**config.mk**
```make
export PLATFORM = sky130hd
export DESIGN_NAME = branch_resolve_queue
export DESIGN_NICKNAME = d
export VERILOG_FILES = /design/src/rtl/branch_resolve_queue.sv
export SDC_FILE = /design/constraint.sdc
export NUM_CORES = 1
export LEC_CHECK = 0
export BUFFER_PORTS_ARGS = -buffer_cell sky130_fd_sc_hd__buf_2
export CAP_MARGIN = 20
export CORE_MARGIN = 2
export CORE_UTILIZATION = 64
export DETAILED_ROUTE_END_ITERATION = 10
export PLACE_DENSITY_LB_ADDON = 0.15
export SLEW_MARGIN = 20
export SYNTH_ARGS = -nofsm -noshare
export SYNTH_HDL_FRONTEND = slang
export SYNTH_SLANG_ARGS = --single-unit
```
**constraint.sdc**
```tcl
create_clock -name clk -period 12.6 [get_ports clk]
set_input_delay 0 -clock clk [delete_from_list [all_inputs] [get_ports clk]]
set_output_delay 0 -clock clk [all_outputs]
set_load 0.02 [all_outputs]
```
**src/rtl/branch_resolve_queue.sv**
```systemverilog
`default_nettype none
// ============================================================================
// Module   : branch_resolve_queue
// Function : In-order queue of predicted conditional branches between IF and
//            EX; resolves the head against the actual outcome, drives the BHT
//            update port and raises a one-cycle redirect on a misprediction.
//            Optional resolve/mispredict counters are built when BRQ_STATS_EN
//            is defined.
// Revision : 1.0 - initial release
// ============================================================================
module branch_resolve_queue #(
    parameter int DEPTH    = 8,
    parameter int PTR_BITS = $clog2(DEPTH)
) (
    input  logic                clk,
    input  logic                reset,
    input  logic                enq_valid,
    input  logic [31:0]         enq_pc,
    input  logic                enq_pred_taken,
    input  logic [31:0]         enq_pred_target,
    output logic                enq_ready,
    input  logic                res_valid,
    input  logic                res_taken,
    input  logic [31:0]         res_target,
    input  logic                flush,
    output logic                update_en,
    output logic [31:0]         update_pc,
    output logic                actual_taken,
    output logic                mispredict,
    output logic [31:0]         redirect_pc,
    output logic [PTR_BITS:0]   count,
    output logic                protocol_err,
    output logic [31:0]         stat_resolved,
    output logic [31:0]         stat_mispred
);

    localparam logic [PTR_BITS:0] C_FULL_COUNT = (PTR_BITS+1)'(DEPTH);

    logic [31:0]        r_pc_mem  [DEPTH];
    logic [31:0]        r_tgt_mem [DEPTH];
    logic [DEPTH-1:0]   r_pt_mem;

    logic [PTR_BITS:0]  r_wr_ptr;
    logic [PTR_BITS:0]  r_rd_ptr;

    logic               r_update_en;
    logic [31:0]        r_update_pc;
    logic               r_actual_taken;
    logic               r_mispredict;
    logic [31:0]        r_redirect_pc;
    logic               r_protocol_err;

    logic [PTR_BITS-1:0] w_wr_idx;
    logic [PTR_BITS-1:0] w_rd_idx;
    logic [PTR_BITS:0]   w_count;
    logic                w_empty;
    logic                w_enq_fire;
    logic                w_res_fire;
    logic [31:0]         w_head_pc;
    logic [31:0]         w_head_tgt;
    logic                w_head_pt;
    logic                w_mis;
    logic                w_clear;

    assign w_wr_idx   = r_wr_ptr[PTR_BITS-1:0];
    assign w_rd_idx   = r_rd_ptr[PTR_BITS-1:0];
    assign w_count    = r_wr_ptr - r_rd_ptr;
    assign w_empty    = (r_wr_ptr == r_rd_ptr);
    assign enq_ready  = (w_count != C_FULL_COUNT);
    assign w_enq_fire = enq_valid && enq_ready;
    assign w_res_fire = res_valid && !w_empty;

    assign w_head_pc  = r_pc_mem[w_rd_idx];
    assign w_head_tgt = r_tgt_mem[w_rd_idx];
    assign w_head_pt  = r_pt_mem[w_rd_idx];

    // A taken/taken pair still mispredicts when the targets disagree.
    assign w_mis   = (res_taken != w_head_pt) ||
                     (res_taken && w_head_pt && (res_target != w_head_tgt));
    // Flush or a mispredict squashes everything younger, including a same-cycle enqueue.
    assign w_clear = flush || (w_res_fire && w_mis);

    always_ff @(posedge clk) begin
        if (w_enq_fire) begin
            r_pc_mem[w_wr_idx]  <= enq_pc;
            r_tgt_mem[w_wr_idx] <= enq_pred_target;
            r_pt_mem[w_wr_idx]  <= enq_pred_taken;
        end
    end

    always_ff @(posedge clk or posedge reset) begin
        if (reset) begin
            r_wr_ptr <= '0;
            r_rd_ptr <= '0;
        end else if (w_clear) begin
            r_rd_ptr <= r_wr_ptr;
        end else begin
            if (w_enq_fire) begin
                r_wr_ptr <= r_wr_ptr + 1'b1;
            end
            if (w_res_fire) begin
                r_rd_ptr <= r_rd_ptr + 1'b1;
            end
        end
    end

    always_ff @(posedge clk or posedge reset) begin
        if (reset) begin
            r_update_en    <= 1'b0;
            r_update_pc    <= '0;
            r_actual_taken <= 1'b0;
            r_mispredict   <= 1'b0;
            r_redirect_pc  <= '0;
            r_protocol_err <= 1'b0;
        end else begin
            r_update_en  <= w_res_fire;
            r_mispredict <= w_res_fire && w_mis;
            if (w_res_fire) begin
                r_update_pc    <= w_head_pc;
                r_actual_taken <= res_taken;
                r_redirect_pc  <= res_taken ? res_target : (w_head_pc + 32'd4);
            end
            if (res_valid && w_empty) begin
                r_protocol_err <= 1'b1;
            end
        end
    end

`ifdef BRQ_STATS_EN
    logic [31:0] r_stat_resolved;
    logic [31:0] r_stat_mispred;

    always_ff @(posedge clk or posedge reset) begin
        if (reset) begin
            r_stat_resolved <= '0;
            r_stat_mispred  <= '0;
        end else begin
            if (w_res_fire && (r_stat_resolved != 32'hFFFF_FFFF)) begin
                r_stat_resolved <= r_stat_resolved + 32'd1;
            end
            if (w_res_fire && w_mis && (r_stat_mispred != 32'hFFFF_FFFF)) begin
                r_stat_mispred <= r_stat_mispred + 32'd1;
            end
        end
    end

    assign stat_resolved = r_stat_resolved;
    assign stat_mispred  = r_stat_mispred;
`else
    assign stat_resolved = 32'd0;
    assign stat_mispred  = 32'd0;
`endif

    assign update_en    = r_update_en;
    assign update_pc    = r_update_pc;
    assign actual_taken = r_actual_taken;
    assign mispredict   = r_mispredict;
    assign redirect_pc  = r_redirect_pc;
    assign protocol_err = r_protocol_err;
    assign count        = w_count;

endmodule
`default_nettype wire

```
# --- Word-level counts from Yosys, hierarchy flattened ---
# Memories as Yosys holds them, arrays and structs flattened.
# Index checks and enable logic that the tools add are counted.
totals:
  wordCells: 45
  out_inout_bits: 137
  ramBits: 512
  inputBits: 103
  n_memories: 2
  register_bits: 84
classes:
  n_reduce_logical: 12
  order_cmp: 3
  add_sub_neg: 4
  n_eq_ne: 4
  mux: 10
  bitwise_logic: 1
memory_table:
  columns: ["name", "words", "width", "rd", "rd_clocked_by_memory_dff", "wr", "line", "rtl"]
  rows:
  - ["r_pc_mem", 8, 32, 1, 0, 1, "39", "logic [31:0] r_pc_mem [DEPTH];"]
  - ["r_tgt_mem", 8, 32, 1, 0, 1, "40", "logic [31:0] r_tgt_mem [DEPTH];"]
ops:
  columns: ["op", "n"]
  rows:
  - ["$add 32x3->32 const B", 1]
  - ["$mux 32", 1]
  - ["$ne 32x32->1", 1]
  - ["$add 4x1->4 const B", 2]
  - ["$bwmux 8", 1]
  - ["$lt 3x4->1 const B", 2]
  - ["$mux 4", 2]
  - ["$logic_and 1x1->1", 7]
  - ["$eq 4x4->1", 1]
  - ["$mux 1", 4]
  - ["$ne 4x4->1 const B", 1]
  - ["$sub 4x4->4", 1]
  - ["$bmux 1 s3", 1]
  - ["$demux 1 s3", 1]
  - ["$ge 3x1->1 const B", 1]
  - ["$logic_or 1x1->1", 2]
  - ["$reduce_and 2->1", 1]
  - ["$reduce_bool 2->1", 1]
  - ["$logic_not 1->1", 1]
  - ["$ne 1x1->1", 1]
  - ["$not 1->1", 1]

# --- Logic depth before layout (Yosys ltp) ---
# Gate-level depths: netlist of the first run.
logic_depth:
  ltp_word: 9
  depth_mapped: 18

# --- Least setup slack after synthesis of the first run ---
# No wires, ideal clock.
synth_timing:
  path_kind: "register -> register"
  start: "register r_rd_ptr[2]"
  end: "memory r_pc_mem[2][0], enable pin"
  required_time_ns: 12.032
  path_slack_ns: 4.150
  arrival_ns: 7.882
  stages_incl_launch_ff: 13
  n_path_buf: 5
  period_less_slack_ns: 8.450
  cell_sequence: "dfrtp_1 > clkinv_1 > buf_2 > buf_2 > buf_2 > buf_2 > buf_1 > ha_1 > xnor2_1 > nand4b_1 > and2_1 > nand2_1 > nor3_1"
synth_between:
  elab_chain_len: 5
synth_lines:
  columns: ["element", "line", "rtl"]
  rows:
  - ["start, declared", "44", "logic [PTR_BITS:0] r_rd_ptr;"]
  - ["start signal, assigned", "96", "r_rd_ptr <= r_wr_ptr;"]
  - ["start signal, assigned", "102", "r_rd_ptr <= r_rd_ptr + 1'b1;"]
  - ["$sub 4x4->4", "67", "assign w_count = r_wr_ptr - r_rd_ptr;"]
  - ["net count[2]", "31", "output logic [PTR_BITS:0] count,"]
  - ["$ne 4x4->1", "69", "assign enq_ready = (w_count != C_FULL_COUNT);"]
  - ["net enq_ready", "21", "output logic enq_ready,"]
  - ["$logic_and 1x1->1", "70", "assign w_enq_fire = enq_valid && enq_ready;"]
  - ["$mux 1", "84", "if (w_enq_fire) begin"]
  - ["$mux 1 (not written as such)", "85", "r_pc_mem[w_wr_idx] <= enq_pc;"]
  - ["end, declared", "39", null]
# The timed path passes the listed nets, and every way through them passes these cells.

# --- Final worst setup path of the first run ---
layout_timing:
  start: "register r_rd_ptr[0]"
  end: "register r_wr_ptr[1]"
layout_between:
  elab_chain_len: 9
layout_lines:
  columns: ["element", "line", "rtl"]
  rows:
  - ["parallel branches: the longest is 8 deep, another holds $mem_v2 8x32", null, null]
  - ["$reduce_and 2->1 (no line) *", null, null]
  - ["end signal, assigned", "99", "r_wr_ptr <= r_wr_ptr + 1'b1;"]
  - ["end, declared", "43", "logic [PTR_BITS:0] r_wr_ptr;"]
# Mark *: on every way between the ends. The select of a mux whose other input is x is not followed.
# A chain may end at the register's enable or synchronous reset.

==> run_results.csv, run 1 <==
group,metric,value,unit
critical_path,worst_path_most_repeated_cell,"buf_4",
synth,synth.avg_cell_area,18.0,um2
die,ios,240,
global_routing,grt_pass1_vias,13485,
die,initial_core_util,65.0,%
power,p_sw,0.00235,W
critical_path,critPathCaptureType,"register",
flow_run,drv_cap,0,
synth,ys_seq_elements,596,
finish,final_cell_mix,"edfxtp_1 (520), buf_2 (175), mux2i_1 (111)",
critical_path,startpoint_type,"register",
die,dieArea,39800,um2
outcome,status,"completed",
global_routing,grt_max_degree,82,
detailed_routing,dr.pass1.iters,7,
critical_path,cp_max_fo,44,
critical_path,critical_path_class,"register to register",
die,core,37700,um2
critical_path,required,13.09,ns
critical_path,cpPeakStageDelay,0.84,ns
worst_hold_path,worstHoldPathType,"input pin to asynchronous set/reset pin",
finish,area_growth,16.3,%
finish,multiInputGateArea,6310,um2
global_routing,grt_antenna_before_repair,4,
place,place_congestion,0.853,
synth,synth_cells,1362,
sta,period_minus_slack,5.48,ns
clock_tree,h-tree-depth,2,
clock_tree,clk_pin_slew,0.06,ns
clock_tree,cts_setup_buffers,0,
global_routing,grt_util_all_layers,29.4,%
critical_path,path_depth,11,
die,die_width,200,um
finish,final_nets,1767,
detailed_routing,ant_nets,0,
power,p_leak,10.4,nW
clock_tree,clockRootBuffer,"clkbuf_16",
finish,fillers,2158,
finish,final_common_cell,"edfxtp_1",
power,internal_power,0.00444,W
synth,ys_types,61,
global_routing,grt_pass1_wl,83.6,mm
sta,post-route-period-util,43.5,%
sta,fmax,182,MHz
die,fp.dieH,200,um
synth,synth_flop_cell,"edfxtp_1",
power,seqPwrFrac,41.0,%
critical_path,worst-r2r-cell-count,11,
critical_path,cp_data_arrival_time,5.97,ns
power,comb_power_share,34.6,%
critical_path,crit_buf_inv,2,
finish,regArea,17500,um2
detailed_routing,drc,0,
clock_tree,clockBufferDepth,3,
detailed_routing,first_iter_violations,1209,
clock_tree,cts_buffers,57,
sta,tightest_slew,1.19,ns
die,std_cell_rows,71,
sta,rsz0062_at_grt,"no",
sta,slew_violations,0,
clock_tree,worstSkewPairLatency,0.62,ns
power,p_per_area,239,nW/um2
synth,ys_seq_area_share,71.6,%
detailed_routing,drt-total-wl,56.9,mm
critical_path,crit_chain,"buf_4 -> buf_4 -> mux2i_1 -> a22o_1 -> a221oi_1 -> xnor2_1 -> nand4_1 -> nor4_2 -> a31oi_1 -> a211oi_1 -> mux2_1",
sta,setup_violations,0,
synth,synth-async-reset-ratio,12.8,%
power,swShare,34.6,%
detailed_routing,wl_per_cell,25.7,um
place,io_buffers,175,
power,ir_drop,148,uV
sta,tns,0,ns
sta,slew_headroom,20.6,%
detailed_routing,vias,13497,
synth,synth-edff-count,520,
finish,utilization,75.6,%
clock_tree,cts_sinks,596,
power,pwr-share-clk,24.5,%
critical_path,cp_top_family,"compound AO/OA/AOI/OAI gates",
synth,ys_warn_count,0,
global_routing,overflow,0,
sta,hold_viol,0,
place,dp_hpwl,33.9,mm
finish,drive_above_1_share,22.1,%
critical_path,crit_slowest_cell,"dfrtp_4",
detailed_routing,via_per_inst,6.08,
clock_tree,tritoncts,"built",
synth,synth_area,24500,um2
sta,clock-skew-final,0.0149,ns
## cell type report
class                      count  share of cell area [%]
antenna                        4                  0.0352
tap                          511                    2.25
clock inverter                28                   0.976
sequential                   596                    61.6
timing repair buffer         303                    7.43
inverter                      12                   0.163
clock buffer                  79                    5.41
multi-input combinational    686                    22.2
## through the flow
stage / setup WS (ns) / power, W / instances / area [um2] / hold slack [ns]
6_report: 7.12 / 0.00679 / 2219 / 28500 / 0.164
3_5_place_dp: 7.18 / 0.00512 / 2005 / 25600 / 0.258
4_1_cts: 7.16 / 0.00679 / 2214 / 28400 / 0.157
2_1_floorplan: 4.15 / 0.00445 / 1425 / 24700 / 0.0989
3_3_place_gp: 7.28 / 0.00507 / 2005 / 25600 / 0.256
5_1_grt: 6.88 / 0.00708 / 2218 / 28500 / 0.182
## sequential cells by signal, indices dropped and copies added (netlist names), 4 cells and up
signal       flops
r_tgt_mem      256
r_wr_ptr         4
redirect_pc     32
r_pt_mem         8
r_pc_mem       256
update_pc       32
r_rd_ptr         4
## worst register-to-register path, delay by kind of cell (launching register included)
family	cells	cell delay, ns
mux	2	0.57
flops	1	0.84
simple gates	2	0.62
compound gates	4	1.65
buf+inv	2	1.51
xor+xnor	1	0.17
## logic make-up (layout without fill, tap and decap cells)
group	after synthesis	count (layout)	synth area share, %
xor gates and xnor gates	61	61	2.18
buffers and inverters	143	422	3.91
adders and majority gates	8	8	0.440
DFF	596	596	71.6
muxes	214	214	14.2
other	1	68	0.0153
and+or+nand+nor	189	189	3.79
AOI/OAI and AO/OA	150	150	3.83
## synthesized netlist by cell type (3+ instances only)
library cell  instances  area share (%)
edfxtp_1            520              64
mux2i_1             111             4.5
mux4_2               77             7.1
nand2_1              77             1.2
dfrtp_1              76             7.8
buf_4                74             2.3
o21ai_0              62             1.3
xnor2_1              38             1.4
a21oi_1              33            0.67
nor2_1               33            0.51
clkbuf_1             24            0.37
mux4_1               23             2.5
xor2_1               23            0.82
buf_2                15            0.31
a22o_1               13            0.47
nand3_1              13            0.27
a221oi_1             12            0.43
and3_1               12            0.31
inv_1                10            0.15
buf_6                 7            0.32
ha_1                  7            0.36
nand3b_1              7            0.21
a22oi_1               6            0.18
buf_1                 6           0.092
nand4_1               6            0.15
nor3_1                6            0.12
nor4_1                6            0.15
nor2b_1               4            0.10
or2_2                 4            0.10
a211oi_1              3           0.092
a21o_1                3           0.092
a31oi_1               3           0.077
and2_1                3           0.077
buf_12                3            0.25
nand2b_1              3           0.077
o21a_1                3           0.092
or4_1                 3           0.092
## power groups by stage
stage,logic (W),clock network (W),registers [W]
floorplan,0.00157,0,0.00288
finish,0.00235,0.00166,0.00278
detailed placement,0.00230,0,0.00282
CTS,0.00233,0.00168,0.00278
global route,0.00251,0.00176,0.00281
global placement,0.00228,0,0.00280
## path summary, 6_finish.rpt
kind                       slack (ns)           end         start
max in group asynchronous       11.84   r_rd_ptr[1]         reset
hold reg to reg                  0.47  protocol_err  protocol_err
hold / removal                   0.16     update_en         reset
setup reg to reg                 7.12   r_wr_ptr[1]   r_rd_ptr[0]
setup / recovery                 7.12   r_wr_ptr[1]   r_rd_ptr[0]
min in group clk                 0.17  protocol_err     res_valid
## metal layers
layer  GRT usage [%]  vias up  part of all wire [%]
met5               0        -                     0
met4            11.3        0                   3.3
li1                -     5839                     -
met2            45.9      714                    48
met1            42.1     6825                    41
met3            5.15      119                   8.3
## what timing repair did
item | CTS | global route
gates resized for setup | 0 | 0
hold endpoints to repair | 644 | 0
hold buffers | 102 | 0
Power figures use the tool's default switching activity.
==> inputs of run 2 (changes only) <==
--- a/config.mk
+++ b/config.mk
@@ -8,7 +8,7 @@
 export BUFFER_PORTS_ARGS = -buffer_cell sky130_fd_sc_hd__buf_2
 export CAP_MARGIN = 20
 export CORE_MARGIN = 2
-export CORE_UTILIZATION = 64
+export CORE_UTILIZATION = 59
 export DETAILED_ROUTE_END_ITERATION = 10
 export PLACE_DENSITY_LB_ADDON = 0.15
 export SLEW_MARGIN = 20
==> constraint.sdc (replaced) <==
create_clock -name clk -period 5.2 [get_ports clk]
set_input_delay 0 -clock clk [delete_from_list [all_inputs] [get_ports clk]]
set_output_delay 0 -clock clk [all_outputs]
set_load 0.02 [all_outputs]
==> run 2 against run 1 <==
  * Combinational power up 150%
  * Critical path type unchanged
  * Die area up 8.3%
  * Sequential share of layout area down 0.46 points
  * Critical endpoint is now redirect_pc[15]
  * Maximum frequency up 25%
  * Sequential power up 140%
  * Highest routed layer unchanged
  * First-iteration DRC count up 15%
  * Total power up 150%
  * Count of clock-buffer cells in the layout down 8
  * Largest power group unchanged
  * Clock skew down 0.0051 ns
  * Worst setup slack worse by 6.3 ns
  * Register-to-register slack worse by 6.3 ns
==> run_results.csv, run 2 (same netlist as run 1, synthesis figures left out) <==
group,metric,value,unit
outcome,status,"completed",
critical_path,cp_data_arrival_time,4.83,ns
clock_tree,h-tree-depth,2,
critical_path,worst-r2r-cell-count,10,
sta,period_minus_slack,4.40,ns
global_routing,gr-usage-met2,42.1,%
die,dieArea,43100,um2
power,seqPwrFrac,40.8,%
place,io_buffers,175,
clock_tree,clockRootBuffer,"clkbuf_16",
clock_tree,clockBufferDepth,3,
global_routing,grt_max_degree,117,
power,fin_total_pwr,0.0167,W
power,p_per_area,582,nW/um2
global_routing,use_met3,5.04,%
critical_path,ff2ff_setup_slack,0.80,ns
detailed_routing,via_per_inst,5.95,
sta,tns,0,ns
die,fp.dieH,208,um
worst_hold_path,min-delay-start,"res_target[7]",
sta,fmax,228,MHz
die,initial_core_util,59.8,%
critical_path,required,5.63,ns
sta,clock-skew-final,0.00974,ns
flow_run,drv_cap,0,
detailed_routing,drc,0,
critical_path,cp_top_family,"simple AND/OR/NAND/NOR gates",
critical_path,startpoint_type,"register",
power,internal_power,0.0109,W
finish,fillers,2670,
clock_tree,cts_buffers,58,
sta,post-route-period-util,84.5,%
place,place_congestion,0.840,
sta,setup_violations,0,
worst_hold_path,worstHoldPathType,"input pin to register",
clock_tree,cts_sinks,596,
finish,final_common_cell,"edfxtp_1",
die,die_width,208,um
sta,rsz0062_at_grt,"no",
critical_path,cp_max_fo,43,
finish,reg.largest.list,"r_pc_mem: 256 flops, r_tgt_mem: 256 flops",
power,ir_drop,358,uV
clock_tree,tritoncts,"built",
power,comb_power_share,34.6,%
detailed_routing,drt-total-wl,56.9,mm
detailed_routing,vias,13414,
sta,slew_violations,0,
finish,final_cell_mix,"edfxtp_1 (520), buf_2 (175), mux2i_1 (111)",
global_routing,grt_busiest_layer,"met2",
power,p_leak,10.5,nW
global_routing,overflow,0,
power,pwr-share-clk,24.6,%
die,core,40900,um2
global_routing,grtUsageMet1,38.1,%
critical_path,worstReg2RegEnd,"redirect_pc[15]",
critical_path,cpPeakStageDelay,0.98,ns
worst_hold_path,min_delay_path_depth,4,
sta,slew_headroom,22.5,%
die,std_cell_rows,74,
detailed_routing,first_iter_violations,1387,
place,dp_hpwl,34.7,mm
critical_path,crit_chain,"buf_4 -> mux4_1 -> mux2i_1 -> or4_1 -> nor4_1 -> nand2_1 -> xnor2_1 -> nor2_1 -> a21oi_1 -> o21ai_0",
finish,drive_above_1_share,23.3,%
critical_path,critPathCaptureType,"register",
clock_tree,clk_pin_slew,0.06,ns
detailed_routing,ant_nets,0,
clock_tree,cts_resized,0,
worst_hold_path,min_to,"redirect_pc[7]",
detailed_routing,dr.pass1.iters,5,
finish,regArea,17500,um2
power,swShare,34.4,%
critical_path,r2r-start,"r_rd_ptr[0]",
finish,area_growth,17.2,%
die,ios,240,
sta,tightest_slew,1.15,ns
global_routing,grt_pass1_wl,84.4,mm
global_routing,grt_antenna_before_repair,5,
global_routing,grt_pass1_vias,13359,
critical_path,crit_buf_inv,1,
finish,final_nets,1783,
detailed_routing,wl_per_cell,25.2,um
critical_path,critical_path_class,"register to register",
critical_path,crit_slowest_cell,"nor4_1",
power,p_sw,0.00574,W
global_routing,grt_util_all_layers,26.5,%
sta,hold_viol,0,
clock_tree,worstSkewPairLatency,0.60,ns
finish,multiInputGateArea,6320,um2
-- run 2: cell types whose count changed in the layout (fill, tap and decap cells not counted), moves of 3 or more --
cell,delta
clkbuf_1,-11
buf_4,+16
clkinvlp_4,+3
clkbuf_16,+4
clkinv_2,+9
-- run 2: power groups by stage --
stage	Sequential (W)	Combinational (W)	Clock [W]
after floorplan	0.00694	0.00384	0
after global placement	0.00687	0.00564	0
after detailed placement	0.00691	0.00568	0
after CTS	0.00681	0.00578	0.00418
after global routing	0.00690	0.00617	0.00435
final	0.00681	0.00577	0.00411
-- run 2: stage by stage --
| stage | utilization (%) | area [um2] | setup slack, ns | hold WS, ns | cells |
|---|---|---|---|---|---|
| 2_1_floorplan | - | 24800 | -0.0486 | 0.0989 | 1425 |
| 3_3_place_gp | 63.0 | 25800 | 0.907 | 0.0627 | 2043 |
| 3_5_place_dp | 63.0 | 25800 | 0.839 | 0.0651 | 2043 |
| 4_1_cts | 70.0 | 28700 | 0.799 | 0.00610 | 2252 |
| 5_1_grt | 70.1 | 28700 | 0.550 | 0.0153 | 2254 |
| 6_report | 70.1 | 28700 | 0.805 | 0.0298 | 2256 |
-- run 2: layout make-up --
type / count / share of cell area, %
well taps: 532 / 2.32
multi-input cells: 686 / 22.0
flip-flops and latches: 596 / 61.1
inverters: 12 / 0.161
repair buffers: 318 / 7.77
diodes: 4 / 0.0349
clock inverters: 37 / 1.05
clock buffers: 71 / 5.52
-- run 2: how the worst max path moves through the flow --
stage           startpoint              end  slack (ns)  cells past startpoint
2_1_floorplan  r_rd_ptr[2]   r_pc_mem[6][0]       -0.05                     13
3_3_place_gp   r_rd_ptr[0]  redirect_pc[15]        0.91                     10
3_5_place_dp   r_rd_ptr[0]  redirect_pc[15]        0.84                     10
4_1_cts        r_rd_ptr[0]  redirect_pc[15]        0.80                     10
5_1_grt        r_rd_ptr[0]  redirect_pc[15]        0.55                     10
6_report       r_rd_ptr[0]  redirect_pc[15]        0.80                     10
-- run 2: worst min-delay path: stages --
cell     delay (ns)
buf_2          0.14
nand2_1        0.14
o31a_1         0.17
o21ai_0        0.14
-- run 2: repair_timing --
item                       4_1_cts  5_1_grt
hold endpoints to repair       589        0
buffers inserted                 0        0
setup endpoints to repair        0        0
hold buffers                   101        0
-- run 2: routing by layer --
layer / up-vias / part of all wire [%]
met5: - / 0
met4: 0 / 2.5
met3: 79 / 8.0
met2: 601 / 48
met1: 6866 / 42
li1: 5868 / -
==> inputs of run 3 (changes only) <==
==> constraint.sdc (replaced) <==
create_clock -name clk -period 4.56 [get_ports clk]
set_input_delay 0 -clock clk [delete_from_list [all_inputs] [get_ports clk]]
set_output_delay 0 -clock clk [all_outputs]
set_load 0.02 [all_outputs]
==> run 3 against run 2 <==
  * First-iteration DRC count shrank 2.7%
  * Design area grew 0.60%
  * Flip-flop and latch count is the same
  * Critical path type unchanged
  * Core utilization grew 0.42 points
  * Final cell count grew 0.44%
  * The flow now finishes with violations (negative hold slack)
  * Critical path depth grew 1
  * Highest routed layer is now met5
  * Die area is the same
==> run_results.csv, run 3 (same netlist as run 1, synthesis figures left out) <==
group,metric,value,unit
finish,regArea,17500,um2
clock_tree,h-tree-depth,2,
sta,post-route-period-util,87.0,%
global_routing,grt_pass1_vias,13395,
critical_path,cp_max_fo,31,
global_routing,overflow,0,
power,ir_drop,442,uV
clock_tree,worstSkewPairLatency,0.61,ns
sta,slew_violations,0,
critical_path,startpoint_type,"register",
detailed_routing,vias,13450,
detailed_routing,drc,0,
detailed_routing,first_iter_violations,1350,
place,placed_area,26000,um2
worst_hold_path,worstHoldPathType,"input pin to asynchronous set/reset pin",
finish,stdcell_count,2266,
die,die_width,208,um
detailed_routing,ant_nets,0,
power,p_per_area,664,nW/um2
die,std_cell_rows,74,
place,place_congestion,0.857,
die,fp.dieH,208,um
sta,tightest_slew,0.797,ns
sta,worst_hold_slack,-0.00265,ns
finish,fillers,2648,
global_routing,grt_max_degree,72,
sta,clock-skew-final,0.0180,ns
finish,final_area,28800,um2
sta,rsz0062_at_grt,"no",
finish,final_common_cell,"edfxtp_1",
die,initial_core_util,59.8,%
power,p_leak,10.6,nW
clock_tree,cts_buffers,58,
sta,tns,0,ns
finish,area_growth,17.9,%
critical_path,required,5.04,ns
detailed_routing,drt-total-wl,57.6,mm
clock_tree,clockRootBuffer,"clkbuf_16",
outcome,violations,"negative hold slack",
clock_tree,cts_sinks,596,
critical_path,worstReg2RegEnd,"r_wr_ptr[1]",
finish,multiInputGateArea,6360,um2
detailed_routing,wl_per_cell,25.4,um
finish,final_nets,1793,
finish,final_cell_mix,"edfxtp_1 (520), buf_2 (175), mux2i_1 (111)",
place,dp_hpwl,35.7,mm
global_routing,grt_pass1_wl,85.3,mm
clock_tree,cts_setup_buffers,0,
critical_path,r2r-start,"r_rd_ptr[0]",
clock_tree,clockBufferDepth,3,
place,placedCellCount,2053,
sta,hold_viol,2,
clock_tree,holdBufCountCts,101,
sta,setup_violations,0,
sta,period_minus_slack,3.97,ns
die,dieArea,43100,um2
critical_path,cp_data_arrival_time,4.45,ns
global_routing,grt_util_all_layers,26.9,%
detailed_routing,dr.pass1.iters,5,
outcome,status,"finished with violations",
die,core,40900,um2
critical_path,critPathCaptureType,"register",
critical_path,ff2ff_setup_slack,0.59,ns
flow_run,drv_cap,0,
clock_tree,tritoncts,"built",
global_routing,grt_antenna_before_repair,4,
finish,drive_above_1_share,23.9,%
clock_tree,clk_pin_slew,0.06,ns
critical_path,worst-r2r-cell-count,11,
detailed_routing,via_per_inst,5.94,
sta,slew_headroom,46.8,%
clock_tree,cts_resized,0,
finish,utilization,70.5,%
place,io_buffers,175,
die,ios,240,
sta,fmax,252,MHz
finish,reg.largest.list,"r_pc_mem: 256 flops, r_tgt_mem: 256 flops",
critical_path,critical_path_class,"register to register",
==> run 3: cell count changes in the layout (fill, tap and decap cells not counted), moves of 2 or more <==
| cell | change |
|---|---|
| clkbuf_16 | -2 |
| nand2_1 | -2 |
| nand2_4 | +2 |
| clkinvlp_4 | -2 |
| clkbuf_1 | +3 |
| buf_12 | +9 |
| clkbuf_8 | -2 |
==> run 3: how the worst max path moves through the flow <==
stage	startpoint	endpoint	slack (ns)	depth (start not counted)
final	r_rd_ptr[0]	r_wr_ptr[1]	0.59	11
after detailed placement	r_rd_ptr[0]	r_wr_ptr[1]	0.59	11
after CTS	r_rd_ptr[0]	r_wr_ptr[1]	0.57	11
after global routing	r_rd_ptr[0]	r_wr_ptr[1]	0.35	11
after global placement	r_rd_ptr[0]	r_wr_ptr[1]	0.65	11
after floorplan	r_rd_ptr[1]	r_pc_mem[2][0]	0.005	13
==> run 3: critical path: stages, from the launching register on <==
cell      delay (ns)
dfrtp_4         0.85
buf_12          0.29
buf_4           0.23
mux2i_1         0.09
a22o_1          0.23
a221oi_1        0.41
xnor2_1         0.17
nand4_1         0.14
nor4_2          0.42
a31oi_1         0.18
a211oi_1        0.40
mux2_1          0.37
==> run 3: report_power, final <==
part	total, W	internal, W	leakage, nW	switching (W)
combinational	0.00681	0.00275	4.02	0.00406
sequential	0.00772	0.00713	5.65	0.000585
clock	0.00461	0.00264	0.893	0.00197
==> run 3: area by class of cell <==
cell class                 count  share of cell area, %
sequential                   596                   60.7
inverter                      12                  0.169
clock inverter                39                   1.08
antenna                        3                 0.0260
timing repair buffer         328                   8.37
clock buffer                  70                   5.26
tap                          532                   2.31
multi-input combinational    686                   22.0
==> run 3: layer usage <==
layer  global-route usage, %  routed length, um  vias up
li1                        -                  -     5881
met1                    38.7              23900     6818
met2                    41.4              27000      642
met3                    5.75               4910      107
met4                    9.39               1730        2
met5                       0                 13        -
==> run 3: through the flow <==
stage                     setup WS (ns)  power, W  hold WS (ns)
final                             0.591    0.0191      -0.00265
after global routing              0.349    0.0200        0.0616
after CTS                         0.570    0.0192      0.000711
after detailed placement          0.587    0.0145        0.0952
after global placement            0.655    0.0144        0.0859
after floorplan                 0.00497    0.0124        0.0989
